**src/rtl/comp_digit_serial.sv**
```systemverilog
// comp_digit_serial
// Sequential magnitude comparator. Operands A and B arrive as DIGIT-bit digit
// pairs, most significant digit first, over a valid/ready stream. When all
// digits of one comparison are in, the block reports A>B on g and A==B on e,
// with a one-cycle done pulse.
//
// Ports
//   clk       in   1      clock, rising edge
//   rst       in   1      asynchronous active-high reset
//   start     in   1      begin a new comparison (only looked at in IDLE)
//   in_valid  in   1      a_d/b_d hold a valid digit pair
//   in_ready  out  1      a digit pair is accepted this cycle (RUN only)
//   a_d       in   DIGIT  current digit of A, MSB digit first
//   b_d       in   DIGIT  current digit of B, MSB digit first
//   g         out  1      registered result A>B, held until the next done
//   e         out  1      registered result A==B, held until the next done
//   done      out  1      one-cycle pulse: g/e were updated this cycle
//   busy      out  1      comparison in progress (RUN or DONE)
//
// Build option
//   EARLY_EXIT_EN : when defined, the first digit pair that differs decides the
//                   result and the block jumps straight to DONE. The producer
//                   must drop the rest of that operand when it sees done.
//                   When undefined, every comparison takes exactly NDIG digits.

module comp_digit_serial #(
  parameter int WIDTH = 6,
  parameter int DIGIT = 2
) (
  input  logic             clk,
  input  logic             rst,
  input  logic             start,
  input  logic             in_valid,
  output logic             in_ready,
  input  logic [DIGIT-1:0] a_d,
  input  logic [DIGIT-1:0] b_d,
  output logic             g,
  output logic             e,
  output logic             done,
  output logic             busy
);

  // Guarded division so a bad DIGIT reaches the $error below rather than
  // tripping a divide-by-zero first.
  localparam int DSAFE = (DIGIT < 1) ? 1 : DIGIT;
  localparam int NDIG  = WIDTH / DSAFE;
  localparam int NSAFE = (NDIG < 1) ? 1 : NDIG;
  localparam int CW    = $clog2(NSAFE) + 1;

  generate
    if (DIGIT < 1 || (WIDTH % DSAFE) != 0 || NDIG < 1) begin : g_bad_cfg
      $error("comp_digit_serial: WIDTH must be a positive multiple of DIGIT (DIGIT >= 1)");
    end
  endgenerate

  typedef enum logic [1:0] {
    S_IDLE = 2'd0,
    S_RUN  = 2'd1,
    S_DONE = 2'd2
  } state_t;

  state_t        state;
  logic          gt;
  logic          eq;
  logic [CW-1:0] cnt;

  logic xfer;
  logic nxt_gt;
  logic nxt_eq;
  logic last_dig;
  logic finish;

  assign xfer     = in_valid & in_ready;
  assign last_dig = (cnt == CW'(NSAFE - 1));

  // Once a more significant digit differs the result is frozen; lower digits
  // only matter while everything above them has compared equal.
  always_comb begin
    nxt_gt = gt;
    nxt_eq = eq;
    if (eq) begin
      nxt_gt = (a_d > b_d);
      nxt_eq = (a_d == b_d);
    end
  end

`ifdef EARLY_EXIT_EN
  // eq is always 1 in RUN here (any mismatch leaves RUN), so nxt_eq==0 marks
  // the deciding digit.
  assign finish = last_dig | ~nxt_eq;
`else
  assign finish = last_dig;
`endif

  always_ff @(posedge clk or posedge rst) begin
    if (rst) begin
      state    <= S_IDLE;
      gt       <= 1'b0;
      eq       <= 1'b1;
      cnt      <= '0;
      g        <= 1'b0;
      e        <= 1'b0;
      done     <= 1'b0;
      busy     <= 1'b0;
      in_ready <= 1'b0;
    end else begin
      case (state)
        S_IDLE: begin
          done <= 1'b0;
          if (start) begin
            state    <= S_RUN;
            gt       <= 1'b0;
            eq       <= 1'b1;
            cnt      <= '0;
            busy     <= 1'b1;
            in_ready <= 1'b1;
          end
        end

        S_RUN: begin
          if (xfer) begin
            gt  <= nxt_gt;
            eq  <= nxt_eq;
            cnt <= cnt + CW'(1);
            if (finish) begin
              // Result is published on entry to DONE so that g/e are
              // already valid in the cycle done is high.
              state    <= S_DONE;
              in_ready <= 1'b0;
              g        <= nxt_gt;
              e        <= nxt_eq;
              done     <= 1'b1;
            end
          end
        end

        S_DONE: begin
          state <= S_IDLE;
          done  <= 1'b0;
          busy  <= 1'b0;
        end

        default: begin
          state    <= S_IDLE;
          done     <= 1'b0;
          busy     <= 1'b0;
          in_ready <= 1'b0;
        end
      endcase
    end
  end

endmodule

```
**config.mk**
```make
export PLATFORM = sky130hd
export DESIGN_NAME = comp_digit_serial
export DESIGN_NICKNAME = d
export VERILOG_FILES = /design/src/rtl/comp_digit_serial.sv
export SDC_FILE = /design/constraint.sdc
export NUM_CORES = 1
export LEC_CHECK = 0
export ABC_AREA = 0
export BUFFER_PORTS_ARGS = -buffer_cell sky130_fd_sc_hd__buf_2
export CAP_MARGIN = 10
export CORE_AREA = 2 2 39 41
export CTS_BUF_LIST = sky130_fd_sc_hd__clkbuf_4 sky130_fd_sc_hd__clkbuf_8
export CTS_CLUSTER_SIZE = 20
export DETAILED_ROUTE_END_ITERATION = 12
export DIE_AREA = 0 0 41 43
export MAX_ROUTING_LAYER = met4
export PLACE_DENSITY = 0.84
export SLEW_MARGIN = 20
export SYNTH_ARGS = -nofsm -noshare
export SYNTH_HDL_FRONTEND = slang
export SYNTH_SLANG_ARGS = --single-unit
```
**constraint.sdc**
```tcl
create_clock -name clk -period 1.8 [get_ports clk]
set_clock_uncertainty 0.15 [all_clocks]
set_input_delay 0.18 -clock clk [delete_from_list [all_inputs] [get_ports clk]]
set_output_delay 0.18 -clock clk [all_outputs]
set_load 0.1 [all_outputs]
```
==> impl_metrics.py, run 1 <==
metrics = {
    "die": {
        "start_util_pct": 46.6,
        "fp.dieW_um": 41,
        "core_area_um2": 1380,
        "rows": 14,
        "die_h_um": 43,
        "io-pin-count": 13,
        "dieArea_um2": 1760,
    },
    "layout": {
        "final_nets": 91,
        "multi_input_area_um2": 294,
        "n_fill_cell": 122,
        "instances_no_fill": 94,
        "drive_gt1_share_pct": 32.1,
        "design_area_um2": 776,
        "antenna_cells": 0,
        "ff_latch_area_um2": 303,
        "area_growth_pct": 20.4,
    },
    "worst_setup_path": {
        "r2r_end": "e",
        "worstPathArrival_ps": 1620,
        "crit_end": "e",
        "end_kind": "flip-flop",
        "critPathLaunchType": "flip-flop",
        "rr_worst_depth": 5,
        "startpoint": "cnt[0]",
        "worst-setup-path-type": "reg2reg",
        "reg2reg_from": "cnt[0]",
        "worstPathMaxFanout": 4,
        "required_ps": 1810,
        "r2r_slack_ps": 190,
    },
    "yosys": {
        "yosysUniqueCellTypes": 30,
        "ys.flop_type": "dfrtp_1",
        "syn_area_per_cell_um2": 10.7,
        "yosys_warnings": 0,
        "yosys-top-cells-area": "dfrtp_1 (43%), ha_1 (7.8%), inv_1 (4.7%)",
        "yosys-top-cells-count": "dfrtp_1 (11), inv_1 (8), nor2_1 (5)",
        "synth_cells": 60,
        "syn_nets": 72,
        "yosysMostFrequentCell": "dfrtp_1",
        "yosys.area.top_type_share_pct": 42.7,
        "synth-edff-count": 0,
        "synth_async_sr_flop_share_pct": 100,
        "ys_seq_area_share_pct": 46.8,
        "synth_top_area_cell": "dfrtp_1",
        "synth-seq-cells": 12,
        "synth_area_um2": 644,
    },
    "clock_network": {
        "clk_pin_slew_worst_paths_ps": 70,
        "cts_buffers": 3,
        "insertion_delay_ps": 270,
        "cts_tree": "built",
        "max-clock-path-buffers": 2,
        "cts_sinks": 12,
        "root_buffer": "clkbuf_4",
        "htree_levels": 1,
    },
    "sta": {
        "slew_violations": 0,
        "max_freq_ghz": 0.621,
        "holdWs_ps": 63.4,
        "hold_viol_final": 0,
        "finalSetupViolCount": 0,
        "max_slew_margin_pct": 67.9,
        "fin_crit_ps": 1610,
        "finalSetupTns_ps": 0,
        "tightest_slew_ps": 484,
        "rsz0062_at_grt": "no",
        "period_share_pct": 89.5,
    },
    "routing": {
        "firstDrtPassIters": 4,
        "drtIter0Drc": 5,
        "drt-total-wl_um": 1090,
        "wl_per_cell_um": 11.6,
        "vias": 487,
        "drc": 0,
        "ant_nets": 0,
        "vias_per_cell": 5.18,
    },
    "placement": {
        "post_dp_cell_area_um2": 729,
        "hpwl_um": 840,
        "routabilityCongestion": 0.765,
        "dp_cells": 89,
        "portBuffers": 12,
    },
    "global_routing": {
        "antenna_found_initial": 0,
        "grtUsageTotal_pct": 15.4,
        "grt_max_degree": 13,
        "grt_pass1_vias": 439,
        "grt_pass1_wl_um": 1750,
        "grt_overflow_total": 0,
    },
    "min_path": {
        "hold_class": "in2reg",
    },
    "run_status": {
        "status": "finished clean",
    },
    "job": {
        "cap_violations": 0,
    },
}
-- layout make-up --
type	count	area share, %
repair buffers	16	11.9
multi-input cells	38	37.9
flip-flops and latches	12	39.0
clock buffers	4	4.68
inverters	8	3.87
well taps	16	2.58
-- sequential cells by signal (all words and copies together) (netlist names) --
register  cells
e             1
state         2
cnt           3
in_ready      1
gt            1
done          1
eq            1
busy          1
g             1
-- what timing repair did --
action	CTS	global route
resized for setup	0	0
hold buffers	1	0
setup buffers	0	0
endpoints found under the hold margin	11	0
-- placed cells by master (no fill, tap or decap), types with 2 or more instances in the layout --
cell	Yosys	final
buf_4	0	3
ha_1	4	4
nor2_1	5	5
a21oi_1	2	2
o21ai_0	4	4
nor3b_1	2	2
clkbuf_4	0	3
inv_1	8	8
nand2b_1	2	2
buf_2	0	12
dfrtp_1	11	10
-- critical path, cell delays in order, from the launching register on --
cell,delay (ps)
dfrtp_1,410
inv_1,70
ha_1,150
inv_1,50
nor3_1,290
mux2_2,370
-- cells by family (layout without fill, tap and decap cells) --
family,after synthesis,in the layout,synth area share (%)
AOI/OAI and AO/OA,13,13,13.4
adders and majority gates,4,4,7.77
buffers and inverters,10,28,7.57
DFF,12,12,46.8
muxes,3,3,5.63
and+or+nand+nor,18,18,18.8
-- routing by layer --
layer | wire, µm | GRT usage [%]
met2 | 520 | 21.9
met5 | 0 | -
met1 | 509 | 19.2
met3 | 42 | 3.14
met4 | 19 | 10.0
-- metrics by stage --
| step | setup slack, ps | util, % |
|---|---|---|
| floorplan | 35.8 | - |
| finish | 189 | 56.1 |
| CTS | 175 | 56.1 |
| global placement | 233 | 52.7 |
| global route | 96.8 | 56.1 |
| detailed placement | 180 | 52.7 |
-- worst min-delay path by stage --
stage / slack [ps] / end / cells past startpoint / from
2_1_floorplan: -110 / busy / 1 / rst
3_3_place_gp: 60 / done / 2 / rst
3_5_place_dp: 70 / done / 2 / rst
4_1_cts: 60 / state[0] / 3 / start
5_1_grt: 80 / state[0] / 3 / start
6_report: 60 / state[0] / 3 / start
Power of run 1 is not shown: default switching activity piles up to over one toggle a cycle in this logic, so the estimate is an artifact.
==> run 2: changes to the inputs <==
--- a/config.mk
+++ b/config.mk
@@ -5,7 +5,7 @@
 export SDC_FILE = /design/constraint.sdc
 export NUM_CORES = 1
 export LEC_CHECK = 0
-export ABC_AREA = 0
+export ABC_AREA = 1
 export BUFFER_PORTS_ARGS = -buffer_cell sky130_fd_sc_hd__buf_2
 export CAP_MARGIN = 10
 export CORE_AREA = 2 2 39 41
@@ -13,8 +13,9 @@
 export CTS_CLUSTER_SIZE = 20
 export DETAILED_ROUTE_END_ITERATION = 12
 export DIE_AREA = 0 0 41 43
+export GPL_ROUTABILITY_DRIVEN = 0
 export MAX_ROUTING_LAYER = met4
-export PLACE_DENSITY = 0.84
+export PLACE_DENSITY = 0.82
 export SLEW_MARGIN = 20
 export SYNTH_ARGS = -nofsm -noshare
 export SYNTH_HDL_FRONTEND = slang
==> impl_metrics.py, run 2 <==
metrics = {
    "global_routing": {
        "antenna_found_initial": 0,
        "grt_pass1_wl_um": 2040,
        "grtUsageTotal_pct": 18.1,
        "grt_pass1_vias": 496,
        "grt_overflow_total": 0,
        "grt_max_degree": 13,
    },
    "die": {
        "io-pin-count": 13,
        "core_area_um2": 1380,
        "fp.dieW_um": 41,
        "dieArea_um2": 1760,
        "die_h_um": 43,
        "rows": 14,
        "start_util_pct": 45.5,
    },
    "yosys": {
        "yosys-top-cells-area": "dfrtp_1 (44%), nand2_1 (18%), ha_1 (8.0%)",
        "yosys-top-cells-count": "nand2_1 (30), dfrtp_1 (11), inv_1 (7)",
        "synth-adder-area-share_pct": 7.95,
        "yosysUniqueCellTypes": 15,
        "ys_seq_area_share_pct": 47.9,
        "yosys_warnings": 0,
        "synth_top_family_by_area": "simple AND/OR/NAND/NOR gates",
        "synth_async_sr_flop_share_pct": 100,
        "yosys.area_share.simple_pct": 30.2,
        "synth-compound-area-share_pct": 4.77,
        "yosys.area_share.xor_xnor_pct": 1.39,
        "synth_cells": 78,
        "syn_area_per_cell_um2": 8.07,
        "ys.flop_type": "dfrtp_1",
        "synth_area_um2": 629,
        "syn_nets": 90,
        "synthMuxAreaShare_pct": 0,
        "synth_top_area_cell": "dfrtp_1",
        "yosys.area.top_type_share_pct": 43.7,
        "yosysMostFrequentCell": "nand2_1",
        "synth-seq-cells": 12,
        "synth-edff-count": 0,
    },
    "routing": {
        "vias_per_cell": 4.70,
        "vias": 522,
        "drtIter0Drc": 13,
        "wl_per_cell_um": 10.5,
        "drt-total-wl_um": 1160,
        "firstDrtPassIters": 4,
        "ant_nets": 0,
        "drc": 0,
    },
    "sta": {
        "rsz0062_at_grt": "no",
        "period_share_pct": 78.5,
        "holdWs_ps": 60.3,
        "tightest_slew_ps": 487,
        "finalSetupViolCount": 0,
        "hold_viol_final": 0,
        "slew_violations": 0,
        "max_slew_margin_pct": 67.7,
        "fin_crit_ps": 1410,
        "max_freq_ghz": 0.708,
        "finalSetupTns_ps": 0,
        "post-route-worst-setup-slack_ps": 387,
    },
    "clock_network": {
        "root_buffer": "clkbuf_4",
        "cts_resized": 0,
        "holdBufCountCts": 1,
        "clk_pin_slew_worst_paths_ps": 70,
        "cts_buffers": 3,
        "cts_sinks": 12,
        "cts_tree": "built",
        "cts_setup_buffers": 0,
        "insertion_delay_ps": 280,
        "max-clock-path-buffers": 2,
        "htree_levels": 1,
    },
    "worst_setup_path": {
        "cp_slowest_cell": "buf_2",
        "critical_path.top_delay_family": "buffers and inverters",
        "worst-setup-path-type": "reg2out",
        "required_ps": 1470,
        "crit_buf_inv": 1,
        "crit_chain": "buf_2",
        "worstPathArrival_ps": 1080,
        "critPathLaunchType": "flip-flop",
        "worstPathMaxFanout": 3,
        "end_kind": "output port",
        "cpPeakStageDelay_ps": 420,
    },
    "layout": {
        "largest_register_ffs": 3,
        "antenna_cells": 0,
        "final_cell_mix": "nand2_1 (30), buf_2 (12), dfrtp_1 (10), inv_1 (7), inv_2 (6)",
        "drive_gt1_share_pct": 32.6,
        "regMostFlops": "cnt",
        "final_nets": 108,
        "final_common_cell": "nand2_1",
        "area_growth_pct": 20.3,
        "fin_util_pct": 54.7,
        "reg_top3": "cnt x3, state x2",
    },
    "power": {
        "power.leakage_nw": 0.450,
        "ir_drop_uv": 1150,
        "cellPowerDensity_nw_per_um2": 1880,
    },
    "placement": {
        "portBuffers": 12,
        "dpl_worst_slack_ps": 470,
        "hpwl_um": 916,
    },
    "min_path": {
        "hold_class": "in2reg",
    },
    "run_status": {
        "status": "finished clean",
    },
    "job": {
        "cap_violations": 0,
    },
}
==> run 2: final timing paths <==
kind | startpoint | end | slack (ps) | cells past startpoint
hold / removal | start | in_ready | 60 | 3
hold reg to reg | busy | busy | 330 | 2
setup / recovery | in_ready | in_ready | 390 | 1
max in group asynchronous | rst | eq | 870 | 3
min in group asynchronous | rst | cnt[0] | 290 | 3
setup reg to reg | cnt[0] | in_ready | 450 | 9
==> run 2: report_power, final <==
part / internal (mW) / switching (mW) / total (mW)
clock network: 0.123 / 0.0936 / 0.217
logic: 0.171 / 0.574 / 0.744
registers: 0.388 / 0.0738 / 0.462
==> run 2: logic make-up (layout without fill, tap and decap cells) <==
group                      Yosys count  in the layout
AOI/OAI and AO/OA                    6              6
adders and majority gates            4              4
DFF                                 12             12
xor gates and xnor gates             1              1
and+or+nand+nor                     42             42
buffers and inverters               13             30
==> run 2: area by class of cell <==
class,instances,area [µm²]
Multi-Input combinational cell,53,279
Sequential cell,12,303
Inverter,13,48.8
Clock buffer,4,36.3
Timing Repair Buffer,13,70.1
Fill cell,130,627
Tap cell,16,20.0
==> run 2: through the flow <==
stage | std cells | cell area [µm²] | power (mW)
6_report | 111 | 757 | 1.42
5_1_grt | 111 | 757 | 1.54
4_1_cts | 111 | 757 | 1.43
3_5_place_dp | 106 | 711 | 1.22
3_3_place_gp | 106 | 711 | 1.19
2_1_floorplan | 78 | 631 | 1.08
==> run 2: routing by layer <==
| metal | track usage [%] | wire (µm) |
|---|---|---|
| met5 | - | 0 |
| met4 | 10.0 | 29 |
| met3 | 6.28 | 65 |
| met2 | 26.9 | 571 |
| met1 | 20.5 | 496 |
Power figures use the tool's default switching activity.
==> run 3: changes to the inputs <==
==> constraint.sdc (replaced) <==
create_clock -name clk -period 1.35 [get_ports clk]
set_clock_uncertainty 0.15 [all_clocks]
set_input_delay 0.135 -clock clk [delete_from_list [all_inputs] [get_ports clk]]
set_output_delay 0.135 -clock clk [all_outputs]
set_load 0.1 [all_outputs]
==> impl_metrics.py, run 3 (synthesis results as in run 2) <==
metrics = {
    "die": {
        "start_util_pct": 45.5,
        "io-pin-count": 13,
        "core_area_um2": 1380,
        "die_h_um": 43,
        "fp.dieW_um": 41,
        "rows": 14,
        "dieArea_um2": 1760,
    },
    "routing": {
        "firstDrtPassIters": 4,
        "vias": 545,
        "wl_per_cell_um": 10.5,
        "ant_nets": 0,
        "drtIter0Drc": 3,
        "vias_per_cell": 4.78,
        "drc": 0,
        "drt-total-wl_um": 1200,
    },
    "power": {
        "switching_share_pct": 48.0,
        "seq_power_share_pct": 29.9,
        "ir_drop_uv": 1440,
        "clock_power_share_pct": 13.0,
        "cellPowerDensity_nw_per_um2": 2530,
        "power.leakage_nw": 0.486,
        "p_int_mw": 1.15,
        "power.switching_mw": 1.07,
        "p_comb_share_pct": 57.0,
    },
    "sta": {
        "fin_crit_ps": 1310,
        "tightest_slew_ps": 456,
        "post-route-worst-setup-slack_ps": 41.8,
        "max_freq_ghz": 0.764,
        "holdWs_ps": 21.8,
        "finalSetupViolCount": 0,
        "rsz0062_at_grt": "yes",
        "period_share_pct": 96.9,
        "hold_viol_final": 0,
        "slew_violations": 0,
        "max_slew_margin_pct": 69.5,
    },
    "layout": {
        "final_nets": 111,
        "final_common_cell": "nand2_1",
        "instances_no_fill": 114,
        "final_cell_mix": "nand2_1 (29), dfrtp_1 (9), inv_2 (8), buf_2 (7)",
        "regMostFlops": "cnt",
        "reg_top3": "cnt x3, state x2",
        "antenna_cells": 0,
        "largest_register_ffs": 3,
        "area_growth_pct": 39.2,
        "drive_gt1_share_pct": 40.8,
    },
    "clock_network": {
        "htree_levels": 1,
        "clk_pin_slew_worst_paths_ps": 80,
        "cts_buffers": 3,
        "max-clock-path-buffers": 2,
        "root_buffer": "clkbuf_4",
        "cts_tree": "built",
        "cts_sinks": 12,
        "insertion_delay_ps": 280,
    },
    "placement": {
        "hpwl_um": 976,
        "dp_cells": 106,
        "portBuffers": 12,
        "dpl_worst_slack_ps": -58.2,
    },
    "worst_setup_path": {
        "worstPathArrival_ps": 1330,
        "critPathLaunchType": "flip-flop",
        "worst-setup-path-type": "reg2reg",
        "end_kind": "flip-flop",
        "required_ps": 1370,
        "worstPathMaxFanout": 6,
    },
    "global_routing": {
        "antenna_found_initial": 0,
        "grt_pass1_vias": 550,
        "grtUsageTotal_pct": 18.5,
        "grt_max_degree": 13,
        "grt_pass1_wl_um": 2130,
        "grt_overflow_total": 0,
    },
    "job": {
        "cap_violations": 0,
    },
    "run_status": {
        "status": "finished clean",
    },
    "min_path": {
        "hold_class": "in2reg",
    },
}
-- run 3: changes by cell type in the layout (fill, tap and decap cells not counted), sizes merged --
cell	change
buf	+3
-- run 3: timing repair --
action / 4_1_cts / 5_1_grt
setup endpoints to repair: 3 / 4
resized for setup: 5 / 0
setup buffers: 3 / 0
pin swaps: 3 / 4
endpoints found under the hold margin: 11 / 0
hold buffers: 1 / 0
-- run 3: worst paths after layout --
check                           startpoint        to  slack [ps]  cells past startpoint
worst max-delay path                cnt[0]  in_ready          40                      9
worst min-delay path                 start  in_ready          20                      3
worst max register to register      cnt[0]  in_ready          40                      9
worst min register to register          gt        gt         340                      2
max in group asynchronous              rst  in_ready         450                      3
min in group asynchronous              rst  state[0]         260                      3
-- run 3: final cells by class --
type                    count  area (µm²)
flip-flops and latches     12         307
repair buffers             16         168
multi-input cells          53         297
inverters                  13        48.8
well taps                  16        20.0
fillers                   118         508
clock buffers               4        36.3
-- run 3: power groups by stage --
stage               registers (mW)  logic [mW]  clock network [mW]
floorplan                     1.03       0.432                   0
global placement             0.656        1.16                   0
detailed placement           0.661        1.20                   0
CTS                          0.662        1.28               0.291
global route                 0.683        1.37               0.313
finish                       0.664        1.27               0.289
-- run 3: stage by stage --
step	util (%)	total power, mW	setup TNS (ps)	instance area, µm²
after CTS	63.3	2.23	0	876
after global placement	57.2	1.81	0	792
after detailed placement	57.2	1.86	-95.2	792
after floorplan	-	1.46	0	637
final	63.3	2.22	0	876
after global routing	63.3	2.37	-24.5	876
-- run 3: critical path: stages, from the launching register on --
cell and delay [ps]:
dfrtp_1 400, inv_2 80, ha_4 120, inv_2 30
nor2_2 90, nand2_2 100, nand2_1 80, nand2_1 50
nand2_1 60, nand2_1 40
-- run 3: per-layer routing --
layer / vias to the layer above / global-route usage, % / wire (µm)
met4: 0 / 10.0 / 38
met5: - / - / 0
met3: 5 / 4.71 / 45
li1: 275 / - / -
met1: 253 / 18.5 / 443
met2: 12 / 30.6 / 669
